<file path="src/rtl/des_final_perm_stage_if.sv">
// des_final_perm_stage_if: input handshake, output handshake and occupancy of the DES output stage
interface des_final_perm_stage_if #(parameter int DEPTH = 2);
  logic                     in_valid;
  logic                     in_ready;
  logic [31:0]              l16;
  logic [31:0]              r16;
  logic                     out_valid;
  logic                     out_ready;
  logic [63:0]              dat_out;
  logic [$clog2(DEPTH):0]   count;
  modport master (output in_valid, l16, r16, out_ready, input in_ready, out_valid, dat_out, count);
  modport slave  (input in_valid, l16, r16, out_ready, output in_ready, out_valid, dat_out, count);
endinterface

</file>
<file path="src/rtl/des_final_perm_stage.sv">
// des_final_perm_stage: swaps the round-16 halves, applies the DES final permutation and buffers results in a FIFO
module des_final_perm_stage #(
  parameter int DEPTH = 2,
  parameter bit SWAP  = 1'b1
) (
  input logic clk,
  input logic rst_n,
  des_final_perm_stage_if.slave bus
);
  localparam int AW = $clog2(DEPTH);
  localparam int CW = AW + 1;
  // FP[i] is the DES bit of the preoutput feeding output DES bit i+1
  localparam int FP [64] = '{
    40, 8, 48, 16, 56, 24, 64, 32,
    39, 7, 47, 15, 55, 23, 63, 31,
    38, 6, 46, 14, 54, 22, 62, 30,
    37, 5, 45, 13, 53, 21, 61, 29,
    36, 4, 44, 12, 52, 20, 60, 28,
    35, 3, 43, 11, 51, 19, 59, 27,
    34, 2, 42, 10, 50, 18, 58, 26,
    33, 1, 41,  9, 49, 17, 57, 25};
  logic [63:0]   w_pre;
  logic [63:0]   w_fp;
  logic          w_push;
  logic          w_pop;
  logic          w_in_ready;
  logic          w_out_valid;
  logic [63:0]   r_mem [DEPTH];
  logic [AW-1:0] r_wr;
  logic [AW-1:0] r_rd;
  logic [CW-1:0] r_count;
  assign w_pre = SWAP ? {bus.r16, bus.l16} : {bus.l16, bus.r16};
  always_comb begin
    w_fp = '0;
    for (int i = 0; i < 64; i++) w_fp[6'(63 - i)] = w_pre[6'(64 - FP[i])];
  end
  // in_ready depends on occupancy only, so a full FIFO never accepts even if it pops this cycle
  assign w_in_ready    = r_count < CW'(DEPTH);
  assign w_out_valid   = r_count != '0;
  assign w_push        = bus.in_valid && w_in_ready;
  assign w_pop         = w_out_valid && bus.out_ready;
  assign bus.in_ready  = w_in_ready;
  assign bus.out_valid = w_out_valid;
  assign bus.dat_out   = r_mem[r_rd];
  assign bus.count     = r_count;
  always_ff @(posedge clk or negedge rst_n) begin
    if (!rst_n) begin
      r_wr    <= '0;
      r_rd    <= '0;
      r_count <= '0;
      for (int j = 0; j < DEPTH; j++) r_mem[j] <= '0;
    end else begin
      if (w_push) begin
        r_mem[r_wr] <= w_fp;
        r_wr        <= r_wr + 1'b1;
      end
      if (w_pop) r_rd <= r_rd + 1'b1;
      r_count <= r_count + CW'(w_push) - CW'(w_pop);
    end
  end
endmodule
</file>
<file path="src/flat_wrapper.sv">
// flat-port wrapper written by rule: the top's interface ports become plain ports
module des_final_perm_stage_flat 
#(
  parameter int DEPTH = 2,
  parameter bit SWAP  = 1'b1
)
  (clk, rst_n, bus_in_valid, bus_l16, bus_r16, bus_out_ready, bus_in_ready, bus_out_valid, bus_dat_out, bus_count);
  des_final_perm_stage_if #(.DEPTH(DEPTH)) bus_i ();
  input logic clk;
  input logic rst_n;
  input wire logic [$bits(bus_i.in_valid)-1:0] bus_in_valid;
  input wire logic [$bits(bus_i.l16)-1:0] bus_l16;
  input wire logic [$bits(bus_i.r16)-1:0] bus_r16;
  input wire logic [$bits(bus_i.out_ready)-1:0] bus_out_ready;
  output wire logic [$bits(bus_i.in_ready)-1:0] bus_in_ready;
  output wire logic [$bits(bus_i.out_valid)-1:0] bus_out_valid;
  output wire logic [$bits(bus_i.dat_out)-1:0] bus_dat_out;
  output wire logic [$bits(bus_i.count)-1:0] bus_count;
  assign bus_i.in_valid = bus_in_valid;
  assign bus_i.l16 = bus_l16;
  assign bus_i.r16 = bus_r16;
  assign bus_i.out_ready = bus_out_ready;
  assign bus_in_ready = bus_i.in_ready;
  assign bus_out_valid = bus_i.out_valid;
  assign bus_dat_out = bus_i.dat_out;
  assign bus_count = bus_i.count;
  des_final_perm_stage #(.DEPTH(DEPTH), .SWAP(SWAP)) u_core (.clk(clk), .rst_n(rst_n), .bus(bus_i));
endmodule
</file>
<file path="config.mk">
export PLATFORM = sky130hd
export DESIGN_NAME = des_final_perm_stage_flat
export DESIGN_NICKNAME = d
export VERILOG_FILES = /design/src/rtl/des_final_perm_stage_if.sv /design/src/rtl/des_final_perm_stage.sv /design/src/flat_wrapper.sv
export SDC_FILE = /design/constraint.sdc
export NUM_CORES = 1
export LEC_CHECK = 0
export CORE_MARGIN = 10
export CORE_UTILIZATION = 32
export DETAILED_ROUTE_END_ITERATION = 12
export GPL_TIMING_DRIVEN = 1
export PLACE_DENSITY = 0.79
export SYNTH_ARGS = -nofsm -noshare
export SYNTH_HDL_FRONTEND = slang
export SYNTH_SLANG_ARGS = --single-unit
export TNS_END_PERCENT = 30
</file>
<file path="constraint.sdc">
create_clock -name clk -period 1.5 [get_ports clk]
set_input_delay 0.225 -clock clk [delete_from_list [all_inputs] [get_ports clk]]
set_output_delay 0.225 -clock clk [all_outputs]
set_load 0.01 [all_outputs]
</file>
Word level (Yosys, flattened, before mapping). Index checks and enable logic that the tools add are counted.

Add/sub/neg operators: 4. Magnitude comparators: 4. Mux-type cells: 6. Bitwise operators: 2. Reductions and logical operators: 4.

Operators by type and width (number): 64-bit 2-to-1 mux (4); 128-bit bitwise mux (1); 64-bit demux with 1-bit select (1); 2-bit >= comparator (second input constant) (2); 1-bit inverter with 2-bit output (2); 1-bit logical AND (3); 1-bit adder (second input constant) (2); 2-bit by 1-bit adder with 2-bit output (1); 2-bit by 1-bit < comparator with 1-bit output (second input constant) (1); 2-bit < comparator (second input constant) (1); 2-bit nonzero test (1); 2-bit by 1-bit subtractor with 2-bit output (1).

Register bits after elaboration: 132. Bits of input ports: 68. Output and inout port bits: 68.

Logic depth before layout (Yosys ltp). Gate-level depths: netlist of the first run.

Word-level depth: 6. Gate-level depth with buffers: 6. Gate-level depth less buffers: 6.

Least setup slack after synthesis of the first run. Ideal clock, no wire load.

Path type: flip-flop to flip-flop. Start: register u_core.r_count[1] (netlist: u_core.bus.count[1]). End: register u_core.r_count[1] (netlist: u_core.bus.count[1]). Setup time: 132 ps. Arrival: 1423 ps. Required time: 1368 ps. Path slack: -55 ps. Stages on the path, launching flop included: 7. Path buffers: 0. Period minus slack after synthesis: 1555 ps. Cell sequence: dfrtp_1 > o21a_1 > ha_1 > inv_1 > ha_1 > xnor2_1 > xnor2_1.

Elaborated cells on any way between the ends: 6. Those cells by class: add/sub: 2; order compare: 1; reduce/logical: 3.

RTL lines: start: declaration (line des_final_perm_stage.sv:31) `logic [CW-1:0] r_count;`; start signal: assignment (line des_final_perm_stage.sv:58) `r_count <= r_count + CW'(w_push) - CW'(w_pop);`; 2-bit nonzero test (line des_final_perm_stage.sv:39) `assign w_out_valid = r_count != '0;`; 1-bit logical AND (line des_final_perm_stage.sv:41) `assign w_pop = w_out_valid && bus.out_ready;`; net u_core.w_pop (line des_final_perm_stage.sv:25) `logic w_pop;`; 2-bit by 1-bit subtractor with 2-bit output (line des_final_perm_stage.sv:58).

The timed path passes the listed nets, and every way through them passes these cells. A chain may end at the register's enable or synchronous reset.

Final worst setup path of the first run.
Start: register u_core.r_rd. End: output port bus_dat_out[15].

Word-level cells in the longest chain between the ends: 4.

RTL lines: start: declaration (line des_final_perm_stage.sv:30) `logic [AW-1:0] r_rd;`; start signal: assignment (line des_final_perm_stage.sv:57) `if (w_pop) r_rd <= r_rd + 1'b1;`; 1-bit inverter with 2-bit output (implied by the code) (line des_final_perm_stage.sv:44) `assign bus.dat_out = r_mem[r_rd];`; 64-bit 2-to-1 mux (implied by the code) (3 in a row) (line des_final_perm_stage.sv:44); end: declaration (line flat_wrapper.sv:17) `output wire logic [$bits(bus_i.dat_out)-1:0] bus_dat_out;`.

Every way passes these cells. The select of a mux whose other input is x is not followed.

==> results.yml, run 1 <==
run_status:
  status: "finished, violations left"
  failed_checks: "setup timing"
cts:
  h-tree-depth: 2
  clock_path_buffers: 2
  clkTransAtPathRegs_ps: 70
  cts_root_buffer: "clkbuf_8"
  clock-sinks: 36
  cts_tree: "yes"
  clock_latency_ps: 280
  numCtsBuffers: 5
synthesis:
  yosysTopAreaCell: "dfrtp_1"
  syn-instance-count: 151
  synth_top_area_share_pct: 45.92
  synth-seq-cells: 36
  yosys_warnings: 0
  synth_area_leaders: "dfrtp_1 46%, mux2_2 28%, buf_4 19%"
  synth_area_per_cell_sq_um: 12.99
  ys_types: 15
  synth_area_sq_um: 1962
  ys_seq_area_share_pct: 45.92
sta:
  worst_hold_slack_ps: 504.3
  tns_ps: -988.3
  finalSetupViolCount: 16
  maxSlewViolCount: 0
  fin_crit_ps: 1577
  fmax_ghz: 0.6343
  period_share_pct: 105.1
  rsz0062_at_grt: "yes"
  worst_slack_ps: -76.58
  finalHoldViolCount: 0
  fin_worst_skew_ps: 2.292
setup_path:
  end_kind: "output port"
  critPathMaxFanout: 8
  crit_required_ps: 1270
  critPathLaunchType: "register"
  r2r_start: "u_core.bus.count[1]"
  crit_type: "reg2out"
  cp.arrival_ps: 1350
  critPathLaunch: "u_core.r_rd"
cells_and_area:
  diodes: 0
  final_cell_mix: "48 x conb_1, 43 x mux2_2, 35 x dfrtp_1, 19 x clkdlybuf4s50_1, 18 x buf_6"
  layout_commonest_cell: "conb_1"
  nets: 276
  drive_gt1_share_pct: 43.96
  areaGrowthSynthToFinish_pct: 28.25
global_routing:
  grt_pass1_vias: 1286
  overflow: 0
  grt_max_degree: 37
  antenna_found_initial: 0
  grt_usage_pct: 8.140
  grt_pass1_wl_um: 6534
routing:
  drt_first_pass_iters: 4
  ant_nets: 0
  wirelength_um: 4079
  viasPerCell: 3.989
  dr.first_iter.drc_count: 12
  detail_route.wl_per_cell_um: 14.46
  drc_errors: 0
  via_count: 1125
floorplan:
  core_area_sq_um: 5921
  initial_core_util_pct: 33.14
  rows: 28
  io_pins: 136
  fp.dieH_um: 98.30
  die_area_sq_um: 9663
  die_x_um: 98.30
pwr:
  power.leakage_nw: 1.191
  vdd_drop_max_mv: 0.9142
  p_per_area_nw_per_um2: 2183
placed_design:
  io_buffer_count: 39
  preCtsSetupSlack_ps: -138.7
  place_congestion: 0.6382
  dpl.hpwl_um: 3099
min_path:
  hp-class: "in2async"
run:
  max_cap_viol_count: 0
==> what timing repair did <==
action / in CTS / in global routing
cloned: 0 / 0
hold buffers: 1 / 0
buffers inserted: 2 / 1
setup endpoints to repair: 20 / 18
gates resized for setup: 71 / 21
endpoints found under the hold margin: 36 / 0
pin swaps: 0 / 2
==> Yosys cell counts <==
library cell and number:
xor2_1 2, buf_4 49, dfrtp_1 36, nand3b_4 1, nand2_1 1, mux2_2 48, buf_6 1, inv_1 3
nor2b_1 1, conb_1 1, ha_1 2, buf_2 2, o21a_1 1, xnor2_1 2, nor3b_4 1
==> report_power, final <==
group / internal, W / switching [W]
clock network: 0.000493 / 0.000345
logic: 0.00182 / 0.00108
registers: 0.00148 / 0.000271
==> logic make-up (layout without fill, tap and decap cells) <==
group,Yosys count,in the layout,synth area share [%]
other,1,48,0.1911
xor gates and xnor gates,4,4,1.786
adders and majority gates,2,2,1.275
DFF,36,36,45.92
and+or+nand+nor,4,4,2.487
buffers and inverters,55,64,20.41
muxes,48,48,27.55
AOI/OAI and AO/OA,1,1,0.3828
==> routing by layer <==
layer / up-vias / share of wire [%] / track usage, %
met4: 0 / 0.81 / 1.985
met5: - / 0 / 0
li1: 517 / - / -
met3: 5 / 10 / 4.722
met1: 552 / 37 / 8.371
met2: 51 / 52 / 13.92
==> per-stage QoR <==
step / power, W / util [%] / cells / area (sq um)
floorplan: 0.003283 / - / 198 / 2142
global placement: 0.004376 / 39.39 / 270 / 2332
detailed placement: 0.004465 / 39.39 / 270 / 2332
CTS: 0.005311 / 41.67 / 281 / 2467
global route: 0.005892 / 42.50 / 282 / 2516
finish: 0.005492 / 42.50 / 282 / 2516
==> critical path, stage by stage, from the launching register on <==
cell	delay [ps]
dfrtp_1	390
buf_6	130
buf_12	130
mux2_4	300
buf_6	120
==> worst paths after layout <==
| check | endpoint | slack [ps] | cells past startpoint |
|---|---|---|---|
| hold / removal | u_core.r_mem[67] | 500 | 3 |
| hold reg to reg | u_core.r_mem[29] | 510 | 1 |
| setup / recovery | bus_dat_out[15] | -80 | 4 |
| setup reg to reg | u_core.bus.count[1] | 0 | 6 |
| min in group clk | u_core.r_mem[29] | 510 | 1 |
| max in group asynchronous | u_core.bus.count[1] | 660 | 3 |
==> final cells by class <==
type	instances	area [sq um]
clock buffer	6	72.57
clock inverter	2	35.03
multi-input combinational	107	865.8
inverter	3	11.26
timing repair buffer	53	535.5
tap	75	93.84
sequential	36	902.1
fill	570	3405
==> state kept, by name (all words and copies together) (netlist names) <==
signal	flops
u_core.r_wr	1
u_core.r_rd	1
u_core.r_mem	32
u_core.bus.count	2
No activity file was read; power rests on OpenSTA's default activity.
==> run 2: changes to the inputs <==
--- a/config.mk
+++ b/config.mk
@@ -5,6 +5,8 @@
 export SDC_FILE = /design/constraint.sdc
 export NUM_CORES = 1
 export LEC_CHECK = 0
+export CAP_MARGIN = 20
+export CORE_ASPECT_RATIO = 0.75
 export CORE_MARGIN = 10
 export CORE_UTILIZATION = 32
 export DETAILED_ROUTE_END_ITERATION = 12
==> results.yml, run 2 (synthesized netlist as in run 1, its figures left out) <==
cells_and_area:
  top_register: "u_core.r_mem"
  drive_gt1_share_pct: 44.29
  nets: 279
  areaGrowthSynthToFinish_pct: 30.80
  diodes: 0
  fin_cells: 288
  final_cell_mix: "48 x conb_1, 41 x mux2_2, 35 x dfrtp_1, 19 x clkdlybuf4s50_1, 14 x buf_6"
  fin_area_sq_um: 2566
  largest_reg_flops: 32
  layout_commonest_cell: "conb_1"
routing:
  drc_errors: 0
  via_count: 1118
  wirelength_um: 4171
  ant_nets: 0
  drt_first_pass_iters: 3
  detail_route.wl_per_cell_um: 14.48
  viasPerCell: 3.882
  dr.first_iter.drc_count: 21
pwr:
  vdd_drop_max_mv: 0.9571
  power.leakage_nw: 1.216
  p_per_area_nw_per_um2: 2131
global_routing:
  grt_usage_pct: 8.491
  grt_max_degree: 21
  grt_pass1_vias: 1280
  overflow: 0
  antenna_found_initial: 0
  grt_pass1_wl_um: 6768
placed_design:
  dpl.hpwl_um: 3199
  place_area_sq_um: 2384
  io_buffer_count: 39
  place_congestion: 0.6422
  dp_cells: 276
setup_path:
  cp.arrival_ps: 1380
  crit_path_top_delay_cell: "dfrtp_1"
  crit_required_ps: 1270
  end_kind: "output port"
  crit_chain: "buf_6 -> buf_12 -> mux2_4 -> buf_6"
  crit_type: "reg2out"
  cpPeakStageDelay_ps: 390
  crit_path_frequent_cell: "buf_6"
  critPathMaxFanout: 7
  critPathLaunchType: "register"
sta:
  fin_worst_skew_ps: 8.618
  tns_ps: -1207
  worst_slack_ps: -100.1
  fmax_ghz: 0.6250
  rsz0062_at_grt: "yes"
  finalHoldViolCount: 0
  maxSlewViolCount: 0
  fin_crit_ps: 1600
  period_share_pct: 106.7
  finalSetupViolCount: 13
run_status:
  failed_checks: "setup timing"
  status: "finished, violations left"
cts:
  cts_root_buffer: "clkbuf_8"
  clock-sinks: 36
  cts_tree: "yes"
  h-tree-depth: 2
  clock_latency_ps: 280
  clock_path_buffers: 2
  clkTransAtPathRegs_ps: 80
  numCtsBuffers: 5
run:
  max_cap_viol_count: 0
floorplan:
  initial_core_util_pct: 33.33
  fp.dieH_um: 87.81
  io_pins: 136
  core_area_sq_um: 5886
  die_area_sq_um: 9695
  die_x_um: 110.4
  rows: 24
min_path:
  hp-class: "in2async"
run 2: through the flow:
| stage | utilization [%] | worst slack, ps | total power, W | hold WS [ps] |
|---|---|---|---|---|
| 2_1_floorplan | - | 0.1609 | 0.003283 | -70.59 |
| 3_3_place_gp | 40.50 | -120.6 | 0.004446 | 197.7 |
| 3_5_place_dp | 40.50 | -134.4 | 0.004524 | 202.6 |
| 4_1_cts | 43.15 | -112.3 | 0.005455 | 433.0 |
| 5_1_grt | 43.60 | -158.4 | 0.005856 | 481.0 |
| 6_report | 43.60 | -100.1 | 0.005470 | 433.1 |
run 2: worst paths after layout:
kind                                     start                   to  slack [ps]  cells past startpoint
setup / recovery                   u_core.r_rd      bus_dat_out[15]        -100                      4
hold / removal                           rst_n  u_core.bus.count[1]         430                      2
setup reg to reg           u_core.bus.count[1]  u_core.bus.count[1]          20                      6
hold reg to reg               u_core.r_mem[89]     u_core.r_mem[89]         500                      1
max in group asynchronous                rst_n     u_core.r_mem[89]         520                      3
min in group clk              u_core.r_mem[89]     u_core.r_mem[89]         500                      1
run 2: final cells by class:
class,instances,area (sq um)
fillers,570,3319
flip-flops and latches,36,902.1
multi-input cells,107,873.3
repair buffers,56,588.1
well taps,78,97.59
clock buffers,7,86.33
inverters,3,11.26
clock inverters,1,7.507
run 2: worst max-delay path, delay by kind of cell, from the launching register on:
family                 cells  cell delay (ps)
buffers and inverters      3              390
flip-flops                 1              390
multiplexers               1              310
run 2: timing repair:
| item | in CTS | in global routing |
|---|---|---|
| pin swaps | 0 | 1 |
| buffers inserted | 2 | 0 |
| setup endpoints to repair | 20 | 18 |
| gates resized for setup | 84 | 7 |
| hold buffers | 1 | 0 |
| hold endpoints to repair | 18 | 0 |
| cloned | 1 | 0 |
run 2: where the power goes:
part / total (W) / leakage, nW / switching (W) / internal [W]
registers: 0.00175 / 0.424 / 0.000271 / 0.00148
clock network: 0.000724 / 0.0445 / 0.000350 / 0.000374
logic: 0.00300 / 0.747 / 0.00110 / 0.00189
total: 0.00547 / 1.22 / 0.00172 / 0.00375
run 2: layer usage:
| layer | track usage, % | wire [um] | vias to the layer above |
|---|---|---|---|
| li1 | - | - | 525 |
| met1 | 8.894 | 1607 | 556 |
| met2 | 15.33 | 2234 | 37 |
| met3 | 4.167 | 329 | 0 |
| met4 | 1.769 | 0 | 0 |
| met5 | 0 | 0 | - |
